**src/rtl/aes_pkg.sv**
```systemverilog
// Shared types and constants for the AES round sequencer.
// The ST_DEC/CHECK states exist only when AES_SELFTEST_EN is defined.
package aes_pkg;

  localparam int MAX_NR = 14;

  typedef enum logic [2:0] {
    IDLE,
    INIT,
    ROUND,
    FINAL,
    HOLD
`ifdef AES_SELFTEST_EN
    ,
    ST_DEC,
    CHECK
`endif
  } state_e;

  typedef enum logic [1:0] {
    KIND_INIT  = 2'd0,
    KIND_MID   = 2'd1,
    KIND_FINAL = 2'd2
  } rnd_kind_e;

  localparam logic [1:0] KEYSEL_128 = 2'b00;
  localparam logic [1:0] KEYSEL_192 = 2'b01;
  localparam logic [1:0] KEYSEL_256 = 2'b10;

  function automatic logic [3:0] nr_for(input logic [1:0] keysel);
    case (keysel)
      KEYSEL_128: nr_for = 4'd10;
      KEYSEL_192: nr_for = 4'd12;
      KEYSEL_256: nr_for = 4'(MAX_NR);
      default:    nr_for = 4'(MAX_NR);
    endcase
  endfunction

endpackage

```
**src/rtl/aes_round_counter.sv**
```systemverilog
// Loadable up/down round-key index counter; term flags count == limit.
module aes_round_counter #(
  parameter int IDX_W = 4
) (
  input  logic             clk,
  input  logic             reset,
  input  logic             load,
  input  logic [IDX_W-1:0] load_val,
  input  logic             step,
  input  logic             down,
  input  logic [IDX_W-1:0] limit,
  output logic [IDX_W-1:0] count,
  output logic             term
);

  always_ff @(posedge clk) begin
    if (reset) begin
      count <= '0;
    end else if (load) begin
      count <= load_val;
    end else if (step) begin
      count <= down ? count - IDX_W'(1) : count + IDX_W'(1);
    end
  end

  assign term = (count == limit);

endmodule

```
**src/rtl/aes_round_sequencer.sv**
```systemverilog
// Sequences Nr+1 AES rounds through an external round datapath per job.
// Define AES_SELFTEST_EN to decrypt each ciphertext back and flag st_pass/st_fail.
module aes_round_sequencer
  import aes_pkg::*;
#(
  parameter int DATA_W = 128,
  parameter int IDX_W  = 4
) (
  input  logic              clk,
  input  logic              reset,
  input  logic              in_valid,
  output logic              in_ready,
  input  logic [DATA_W-1:0] in_data,
  input  logic [1:0]        in_keysel,
  input  logic              in_decrypt,
  output logic              rnd_req,
  input  logic              rnd_ack,
  output logic [IDX_W-1:0]  rnd_idx,
  output logic [1:0]        rnd_kind,
  output logic              rnd_inv,
  output logic [DATA_W-1:0] rnd_state,
  input  logic [DATA_W-1:0] rnd_result,
  output logic              out_valid,
  input  logic              out_ready,
  output logic [DATA_W-1:0] out_data,
  output logic              busy,
  output logic              st_pass,
  output logic              st_fail
);

  if (DATA_W != 128) begin : g_bad_data_w
    $error("aes_round_sequencer: DATA_W must be 128");
  end
  if ((1 << IDX_W) <= MAX_NR) begin : g_bad_idx_w
    $error("aes_round_sequencer: IDX_W too narrow for MAX_NR");
  end

  state_e            state, state_nx;
  rnd_kind_e         kind;
  logic [IDX_W-1:0]  nr_q;
  logic              dec_q;
  logic [DATA_W-1:0] data_q;
  logic              accept, fire, main_fire;
  logic              cnt_load, cnt_step, cnt_down, cnt_term;
  logic [IDX_W-1:0]  cnt_load_val, cnt_limit;

  assign accept    = in_valid && in_ready;
  assign fire      = rnd_req && rnd_ack;
  assign main_fire = fire && (state inside {INIT, ROUND, FINAL});

  aes_round_counter #(.IDX_W(IDX_W)) u_counter (
    .clk      (clk),
    .reset    (reset),
    .load     (cnt_load),
    .load_val (cnt_load_val),
    .step     (cnt_step),
    .down     (cnt_down),
    .limit    (cnt_limit),
    .count    (rnd_idx),
    .term     (cnt_term)
  );

  always_comb begin
    // NOTE: every signal driven here gets a default first, so no latch is inferred.
    state_nx     = state;
    in_ready     = 1'b0;
    rnd_req      = 1'b0;
    kind         = KIND_INIT;
    rnd_inv      = 1'b0;
    out_valid    = 1'b0;
    cnt_load     = 1'b0;
    cnt_load_val = '0;
    cnt_step     = 1'b0;
    cnt_down     = dec_q;
    // In ROUND, term marks the last middle round (the one before the final index).
    cnt_limit    = dec_q ? IDX_W'(1) : nr_q - IDX_W'(1);
    case (state)
      IDLE: begin
        in_ready = 1'b1;
        if (in_valid) begin
          state_nx     = INIT;
          cnt_load     = 1'b1;
          cnt_load_val = in_decrypt ? IDX_W'(nr_for(in_keysel)) : '0;
        end
      end
      INIT: begin
        rnd_req  = 1'b1;
        rnd_inv  = dec_q;
        cnt_step = fire;
        if (fire) state_nx = ROUND;
      end
      ROUND: begin
        rnd_req  = 1'b1;
        kind     = KIND_MID;
        rnd_inv  = dec_q;
        cnt_step = fire;
        if (fire && cnt_term) state_nx = FINAL;
      end
      FINAL: begin
        rnd_req = 1'b1;
        kind    = KIND_FINAL;
        rnd_inv = dec_q;
        if (fire) begin
`ifdef AES_SELFTEST_EN
          if (!dec_q) begin
            state_nx     = ST_DEC;
            cnt_load     = 1'b1;
            cnt_load_val = nr_q;
          end else begin
            state_nx = HOLD;
          end
`else
          state_nx = HOLD;
`endif
        end
      end
`ifdef AES_SELFTEST_EN
      ST_DEC: begin
        rnd_req   = 1'b1;
        rnd_inv   = 1'b1;
        cnt_down  = 1'b1;
        cnt_limit = '0;
        cnt_step  = fire;
        if (rnd_idx == nr_q) kind = KIND_INIT;
        else if (cnt_term)   kind = KIND_FINAL;
        else                 kind = KIND_MID;
        if (fire && cnt_term) state_nx = CHECK;
      end
      CHECK: state_nx = HOLD;
`endif
      HOLD: begin
        out_valid = 1'b1;
        if (out_ready) state_nx = IDLE;
      end
      default: state_nx = IDLE;
    endcase
  end

  always_ff @(posedge clk) begin
    // NOTE: sequential state is updated with non-blocking assignments only.
    if (reset) begin
      state  <= IDLE;
      nr_q   <= '0;
      dec_q  <= 1'b0;
      // NOTE: the data register is reset as well, so out_data reads 0 after reset.
      data_q <= '0;
    end else begin
      state <= state_nx;
      if (accept) begin
        nr_q   <= IDX_W'(nr_for(in_keysel));
        dec_q  <= in_decrypt;
        data_q <= in_data;
      end else if (main_fire) begin
        data_q <= rnd_result;
      end
    end
  end

  assign rnd_kind = kind;
  assign out_data = data_q;
  assign busy     = (state != IDLE);

`ifdef AES_SELFTEST_EN
  logic [DATA_W-1:0] save_q, st_q;
  logic              pass_q, fail_q;

  // The self-test decrypts in its own register so out_data keeps the ciphertext.
  always_ff @(posedge clk) begin
    if (reset) begin
      save_q <= '0;
      st_q   <= '0;
      pass_q <= 1'b0;
      fail_q <= 1'b0;
    end else begin
      if (accept) begin
        save_q <= in_data;
        pass_q <= 1'b0;
        fail_q <= 1'b0;
      end
      if (fire && (state == FINAL || state == ST_DEC)) st_q <= rnd_result;
      if (state == CHECK) begin
        pass_q <= (st_q == save_q);
        fail_q <= (st_q != save_q);
      end
    end
  end

  assign rnd_state = (state == ST_DEC) ? st_q : data_q;
  assign st_pass   = pass_q;
  assign st_fail   = fail_q;
`else
  assign rnd_state = data_q;
  assign st_pass   = 1'b0;
  assign st_fail   = 1'b0;
`endif

endmodule

```
**config.mk**
```make
export PLATFORM = sky130hd
export DESIGN_NAME = aes_round_sequencer
export DESIGN_NICKNAME = d
export VERILOG_FILES = /design/src/rtl/aes_pkg.sv /design/src/rtl/aes_round_counter.sv /design/src/rtl/aes_round_sequencer.sv
export SDC_FILE = /design/constraint.sdc
export NUM_CORES = 1
export LEC_CHECK = 0
export ABC_AREA = 1
export BUFFER_PORTS_ARGS = -buffer_cell sky130_fd_sc_hd__buf_2
export CORE_AREA = 4 4 205 207
export CTS_BUF_LIST = sky130_fd_sc_hd__clkbuf_4 sky130_fd_sc_hd__clkbuf_8
export DETAILED_ROUTE_END_ITERATION = 12
export DIE_AREA = 0 0 209 211
export PLACE_DENSITY_LB_ADDON = 0.3
export SLEW_MARGIN = 20
export SYNTH_ARGS = -nofsm -noshare
export SYNTH_HDL_FRONTEND = slang
export SYNTH_SLANG_ARGS = --single-unit
export TNS_END_PERCENT = 10
```
**constraint.sdc**
```tcl
create_clock -name clk -period 1.86 [get_ports clk]
set_clock_uncertainty 0.2 [all_clocks]
set_input_delay 0.372 -clock clk [delete_from_list [all_inputs] [get_ports clk]]
set_output_delay 0.372 -clock clk [all_outputs]
set_load 0.02 [all_outputs]
```
# ---- Word-level counts from Yosys, hierarchy flattened
# Cells that the tools add are included.
dict set report word_totals {
  regBits 140
  word_cells 56
  output_inout_bits 269
  input_bits 264
}
dict set report op_classes {
  muxes 24
  add_sub_neg 3
  n_eq_ne 11
  reduce_logical 13
}
# op n
set ops {}
lappend ops {{128-bit two-way mux} 2}
lappend ops {{4-bit two-way mux} 7}
lappend ops {{3-bit two-way mux} 5}
lappend ops {{3-bit one-hot mux with 5 select lines} 1}
lappend ops {{2-bit != test (second input constant)} 4}
lappend ops {{4-bit by 1-bit subtractor with 4-bit output (second input constant)} 2}
lappend ops {{1-bit two-way mux} 7}
lappend ops {{3-bit by 2-bit == test with 1-bit output (second input constant)} 2}
lappend ops {{3-bit one-hot mux with 2 select lines} 1}
lappend ops {{3-bit nonzero test} 2}
lappend ops {{5-bit AND reduction} 1}
lappend ops {{4-bit by 1-bit adder with 4-bit output (second input constant)} 1}
lappend ops {{4-bit == test} 1}
lappend ops {{1-bit logical AND} 4}
lappend ops {{2-bit one-hot mux with 2 select lines} 1}
lappend ops {{2-bit nonzero test} 2}
lappend ops {{3-bit by 1-bit == test with 1-bit output (second input constant)} 1}
lappend ops {{3-bit == test (second input constant)} 1}
lappend ops {{3-bit zero test} 1}
lappend ops {{3-bit OR reduction} 1}
lappend ops {{2-bit by 1-bit == test with 1-bit output (second input constant)} 1}
lappend ops {{2-bit zero test} 1}
lappend ops {{2-bit by 1-bit != test with 1-bit output (second input constant)} 1}
lappend ops {{2-bit OR reduction} 1}

# ---- Logic depth before layout (Yosys ltp)
dict set report logic_depth {
  depth_word 7
  ltp_mapped 11
  mapped_depth_nobuf 11
}

# ---- Cells and area by module
# From an unflattened synthesis, not the netlist that was laid out.
dict set report hier_totals {
  hier_cells 1353
  hier_area_um2 8411.8
}
# mod instances cells_each area_each_um2
set modules_own_cells {}
lappend modules_own_cells {aes_round_sequencer 1 1300 8066.5}
lappend modules_own_cells {aes_round_counter 1 53 345.3}

# ---- Least setup slack after synthesis
# No wires, ideal clock.
dict set report synth_timing {
  path_type {reg2reg}
  startpoint {register state[0]}
  endpoint {register data_q[0], in the netlist out_data[0]}
  stages_incl_launch_ff 8
  n_path_buf 2
  slack_ns 0.138
  t_arrival_ns 1.448
  synth_period_minus_slack_ns 1.722
  path_cell_list {dfxtp_1 -> nor2_2 -> nand2_2 -> nor2_4 -> buf_4 -> clkbuf_1 -> nand2_1 -> a31oi_1}
}
dict set report synth_between {
  elab_chain_len 6
  word_cells_on_any_way 13
}
# item line_no
set synth_lines {}
lappend synth_lines {{start: declaration} aes_round_sequencer.sv:38} ;# state_e state, state_nx;
lappend synth_lines {{start signal: assignment} aes_round_sequencer.sv:148} ;# state <= state_nx;
lappend synth_lines {{3-bit by 1-bit == test with 1-bit output or 3-bit by 2-bit == test with 1-bit output (tied branches)} {aes_round_sequencer.sv:49, aes_round_sequencer.sv:77}}
lappend synth_lines {{3-bit OR reduction (no source line)} n/a}
lappend synth_lines {{1-bit two-way mux} aes_round_sequencer.sv:77} ;# case (state)
lappend synth_lines {{1-bit logical AND} aes_round_sequencer.sv:48} ;# assign fire = rnd_req && rnd_ack;
lappend synth_lines {{1-bit logical AND} aes_round_sequencer.sv:49} ;# assign main_fire = fire && (state inside {INIT, ROUND, FINAL});
lappend synth_lines {{2-bit nonzero test (no source line)} n/a}
lappend synth_lines {{end signal: assignment} aes_round_sequencer.sv:152} ;# data_q <= in_data;
lappend synth_lines {{end signal: assignment} aes_round_sequencer.sv:154} ;# data_q <= rnd_result;
lappend synth_lines {{end: declaration} aes_round_sequencer.sv:42} ;# logic [DATA_W-1:0] data_q;
# Several ways; a longest one is shown, not always the timed one.
# A chain may end at the register's enable or synchronous reset.

# ---- Worst setup path after layout
dict set report layout_timing {
  startpoint {register state[0]}
  endpoint {output rnd_kind[0]}
}
dict set report layout_between {
  elab_chain_len 2
  word_cells_on_any_way 3
}
# item line_no
set layout_lines {}
lappend layout_lines {{3-bit by 2-bit == test with 1-bit output} aes_round_sequencer.sv:77}
lappend layout_lines {{2-bit one-hot mux with 2 select lines (*)} aes_round_sequencer.sv:77}
lappend layout_lines {{end: declaration} aes_round_sequencer.sv:19} ;# output logic [1:0] rnd_kind,
# Every way passes the cells marked *; elsewhere a longest branch is shown, timed or not.

==> results list <==
- Before antenna repair, the detailed router went through 5 iterations.
- In the routed design, unresolved DRC markers number 0.
- In the synthesized netlist the async set-or-reset flop fraction comes to 0.
* Final cell area excluding filler cells: approximately 13,000 µm²
* Floorplan Core Area: between 40,000 and 50,000 µm²
- sky130_fd_sc_hd__dfxtp_1 takes more of the synthesized area than any other cell.
- Final worst-path cycle share: 1.01
- In the final routed layout, each cell accounts on average for 14.9 µm.
- Summed over all nets, wire length on met2 after detailed routing comes to approximately 16,000 µm.
* Clk network pwr share: 0.114
- The die covers 44,100 µm².
* Worst voltage drop across the vdd grid: 742 µV
- Count of distinct cell types in the synthesized netlist: 29
- Clock tree from TritonCTS: yes
* Reg2reg end: out_data[91]
- The H-tree was split into 4 levels.
- Share of layout cells above drive strength 1: 0.397
- The cell sitting at the root of the clock tree is a sky130_fd_sc_hd__clkbuf_8.
- The final reports fail on setup timing.
- Synth Register Bits: 139
- Worst Path Arrival: 1.32 ns
* Gate count of the mapped netlist: roughly 950
- Post-synth top area share: 0.398
* Starting Density: 0.173
- Final Power: between 20,000 and 25,000 µW
- Num ports: 533
- Entering global routing, the biggest net connects 69 pins.
* TritonCTS buffer count: 17
- Number of global-route vias before repair: just over 9,000
- Averaged over all synthesized cells, the footprint is 7.36 µm².
- CTS saw 139 sinks.
- Max FO, Critical Path: 5
- Launching element of the worst setup path: state[0]
- Adding up every negative setup slack in the final design gives -0.0797 ns.
- Maximum achievable frequency: 530 MHz
- Leakage: around 0.0063 µW
* Top Metal Used: met4
* Antenna violations before repair: 1
- In the global route stage, overall resource usage came out at 0.135.
- Sum of met3 wire segment lengths after detailed routing: 2120 µm
- Leading cell type in the layout, fill and taps excluded: sky130_fd_sc_hd__buf_2
- Max-cap violations in this run came to 0.
- In the post-synthesis netlist, the biggest area contributors are sky130_fd_sc_hd__dfxtp_1 (40%), sky130_fd_sc_hd__nand2_1 (15%), sky130_fd_sc_hd__buf_4 (15%), sky130_fd_sc_hd__a31oi_1 (12%), sky130_fd_sc_hd__o21ai_1 (7.9%).
* Routed length on met1: 12,800 µm
- The net count of the finished layout is between 1,500 and 2,000.
* Path class of the lowest-slack min-delay path: in2reg
- After layout, the minimum clock period comes to 1.89 ns.
* Final hold viol count: 0
- First-pass GRT wire length: 48,300 µm
- Summing every instance area after synthesis gives 6990 µm².
- The congestion estimate from routability-driven global placement came to 0.960.
* R2r worst-path depth: 10
- After detailed placement, the total cell area comes to 9490 µm².
* Number of non-filler instances in the completed layout: 2,162
- Combinational share of power: 0.622
- Min setup slack post-route: -0.0271 ns
* Die extent in x: between 200 and 250 µm
- After clock tree synthesis, the clock-pin slew on the worst setup and hold paths is 0.08 ns.
* Synth-to-layout area growth: 84.0%
* Proportion of total power due to net switching: 0.503
- The die is 211 µm tall.
- Worst setup EP type: output port
- The first routing iteration left 628 violations.
* Net load switching power: 10,400 µW
* Power per Cell Area: 1610 nW/µm²
- Number of nets with antenna violations after routing: 0
- Yosys synthesis warning count: 0
- Row count: 74
* Timing endpoint of the critical path: rnd_kind[0]
- Yosys mapped a number of flops with a built-in enable equal to 0.
* Remaining global-route overflow: 0
- Startpoint types: flop
- Final setup violation count: 5
* Number of instances in the placed design: 1,855
* Maximum clock path buffer count: 2
- Clock Latency Late Sink: 0.48 ns
* Data required time at the worst endpoint: between 1 and 1.5 ns
- Cell internal power was estimated by the tool at 10,300 µW.
- For this run, the register share of the synthesized area comes to 0.398.
* DR vias: around 9,000
- Fin. max-slew vios: 0
* Placed wire-length estimate after detailed placement: 22,200 µm
* Vias per cell: 4.20
- Setup Crit Path Kind: reg2out
* Number of port buffers: 530
- In the synthesized netlist the dominant register cell turns out to be sky130_fd_sc_hd__dfxtp_1.
* Worst flop-to-flop path startpoint: state[0]
- The flow ran to the end, but the final reports show violations.
* Unrepaired setup endpoints after global routing: yes
* Highest-count cells in the layout ignoring fill and taps: sky130_fd_sc_hd__buf_2 (523), sky130_fd_sc_hd__nand2_1 (277), sky130_fd_sc_hd__dlygate4sd3_1 (260)
- Setup slack of the most critical reg-to-reg path: -0.01 ns
- The share of total power dissipated in sequential elements is 0.265.
- Summed over all layers, the routed wires come to about 32,000 µm.
kinds of logic after synthesis:
family | Yosys count | share of synthesized area
simple gates | 298 | 0.163
compound gates | 283 | 0.229
buf+inv | 223 | 0.199
flops | 139 | 0.398
fa+ha+maj | 4 | 0.00824
xor+xnor | 1 | 0.00125
other cells | 1 | 0.000537
cells in the mapped netlist, types with 2 or more instances:
| library cell | instances |
|---|---|
| sky130_fd_sc_hd__ha_1 | 3 |
| sky130_fd_sc_hd__nand2_1 | 279 |
| sky130_fd_sc_hd__o21ai_1 | 111 |
| sky130_fd_sc_hd__clkbuf_1 | 35 |
| sky130_fd_sc_hd__a31oi_1 | 129 |
| sky130_fd_sc_hd__o21ai_0 | 26 |
| sky130_fd_sc_hd__buf_2 | 23 |
| sky130_fd_sc_hd__buf_4 | 138 |
| sky130_fd_sc_hd__nor3_1 | 2 |
| sky130_fd_sc_hd__nand3_1 | 5 |
| sky130_fd_sc_hd__buf_1 | 3 |
| sky130_fd_sc_hd__inv_1 | 22 |
| sky130_fd_sc_hd__a21oi_1 | 11 |
| sky130_fd_sc_hd__nor2_1 | 9 |
| sky130_fd_sc_hd__dfxtp_1 | 139 |
power groups by stage:
| stage | combinational, µW | sequential [µW] | clock [µW] |
|---|---|---|---|
| floorplan | 6950 | 6550 | 0 |
| global placement | 11200 | 5430 | 0 |
| detailed placement | 11300 | 5450 | 0 |
| CTS | 12000 | 5450 | 2480 |
| global route | 13800 | 5640 | 2580 |
| finish | 12800 | 5470 | 2350 |
stage by stage:
step	hold slack (ns)	util	setup WS, ns
finish	0.0829	0.319	-0.0271
global route	0.0361	0.319	-0.129
CTS	0.0159	0.311	-0.0795
detailed placement	0.276	0.235	0.0518
global placement	0.269	0.235	0.0602
floorplan	0.241	-	0.138
routing by layer:
metal,vias to the layer above,global-route usage
met5,-,0
met4,0,0.0581
met3,63,0.0371
met2,397,0.240
met1,4179,0.153
li1,4438,-
registers in the layout, indices dropped and copies added, names as in the netlist:
register	count
out_data	128
u_counter.count	4
nr_q	3
state	3
cnt_down	1
worst max-delay path, cell delays in order (launching register included):
cell and delay (ns):
sky130_fd_sc_hd__dfxtp_4 0.38, sky130_fd_sc_hd__nor2_4 0.12, sky130_fd_sc_hd__buf_6 0.12, sky130_fd_sc_hd__nand2_4 0.05
sky130_fd_sc_hd__inv_2 0.05, sky130_fd_sc_hd__buf_6 0.11
worst min path at each step:
stage | end | slack [ns] | cells past startpoint | start
2_1_floorplan | nr_q[3] | 0.24 | 1 | reset
3_3_place_gp | nr_q[3] | 0.27 | 2 | nr_q[3]
3_5_place_dp | nr_q[3] | 0.28 | 2 | nr_q[3]
4_1_cts | u_counter.count[0] | 0.02 | 3 | rnd_ack
5_1_grt | out_data[14] | 0.04 | 3 | rnd_result[14]
6_report | u_counter.count[0] | 0.08 | 3 | rnd_ack
area by class of cell:
type,instances,area (µm²)
sequential,139,2790
multi-input combinational,588,2890
timing repair buffer,848,6070
fill,4231,27500
clock buffer,19,255
clock inverter,12,92.6
inverter,23,93.8
tap,532,666
antenna,1,2.50
repair_timing:
action	4_1_cts	5_1_grt
hold buffers	260	0
pin swaps	2	3
setup buffers	3	7
gates cloned	0	5
setup endpoints to repair	7	107
endpoints found under the hold margin	135	0
gates resized for setup	32	28
(Power assumes the default switching activity.)
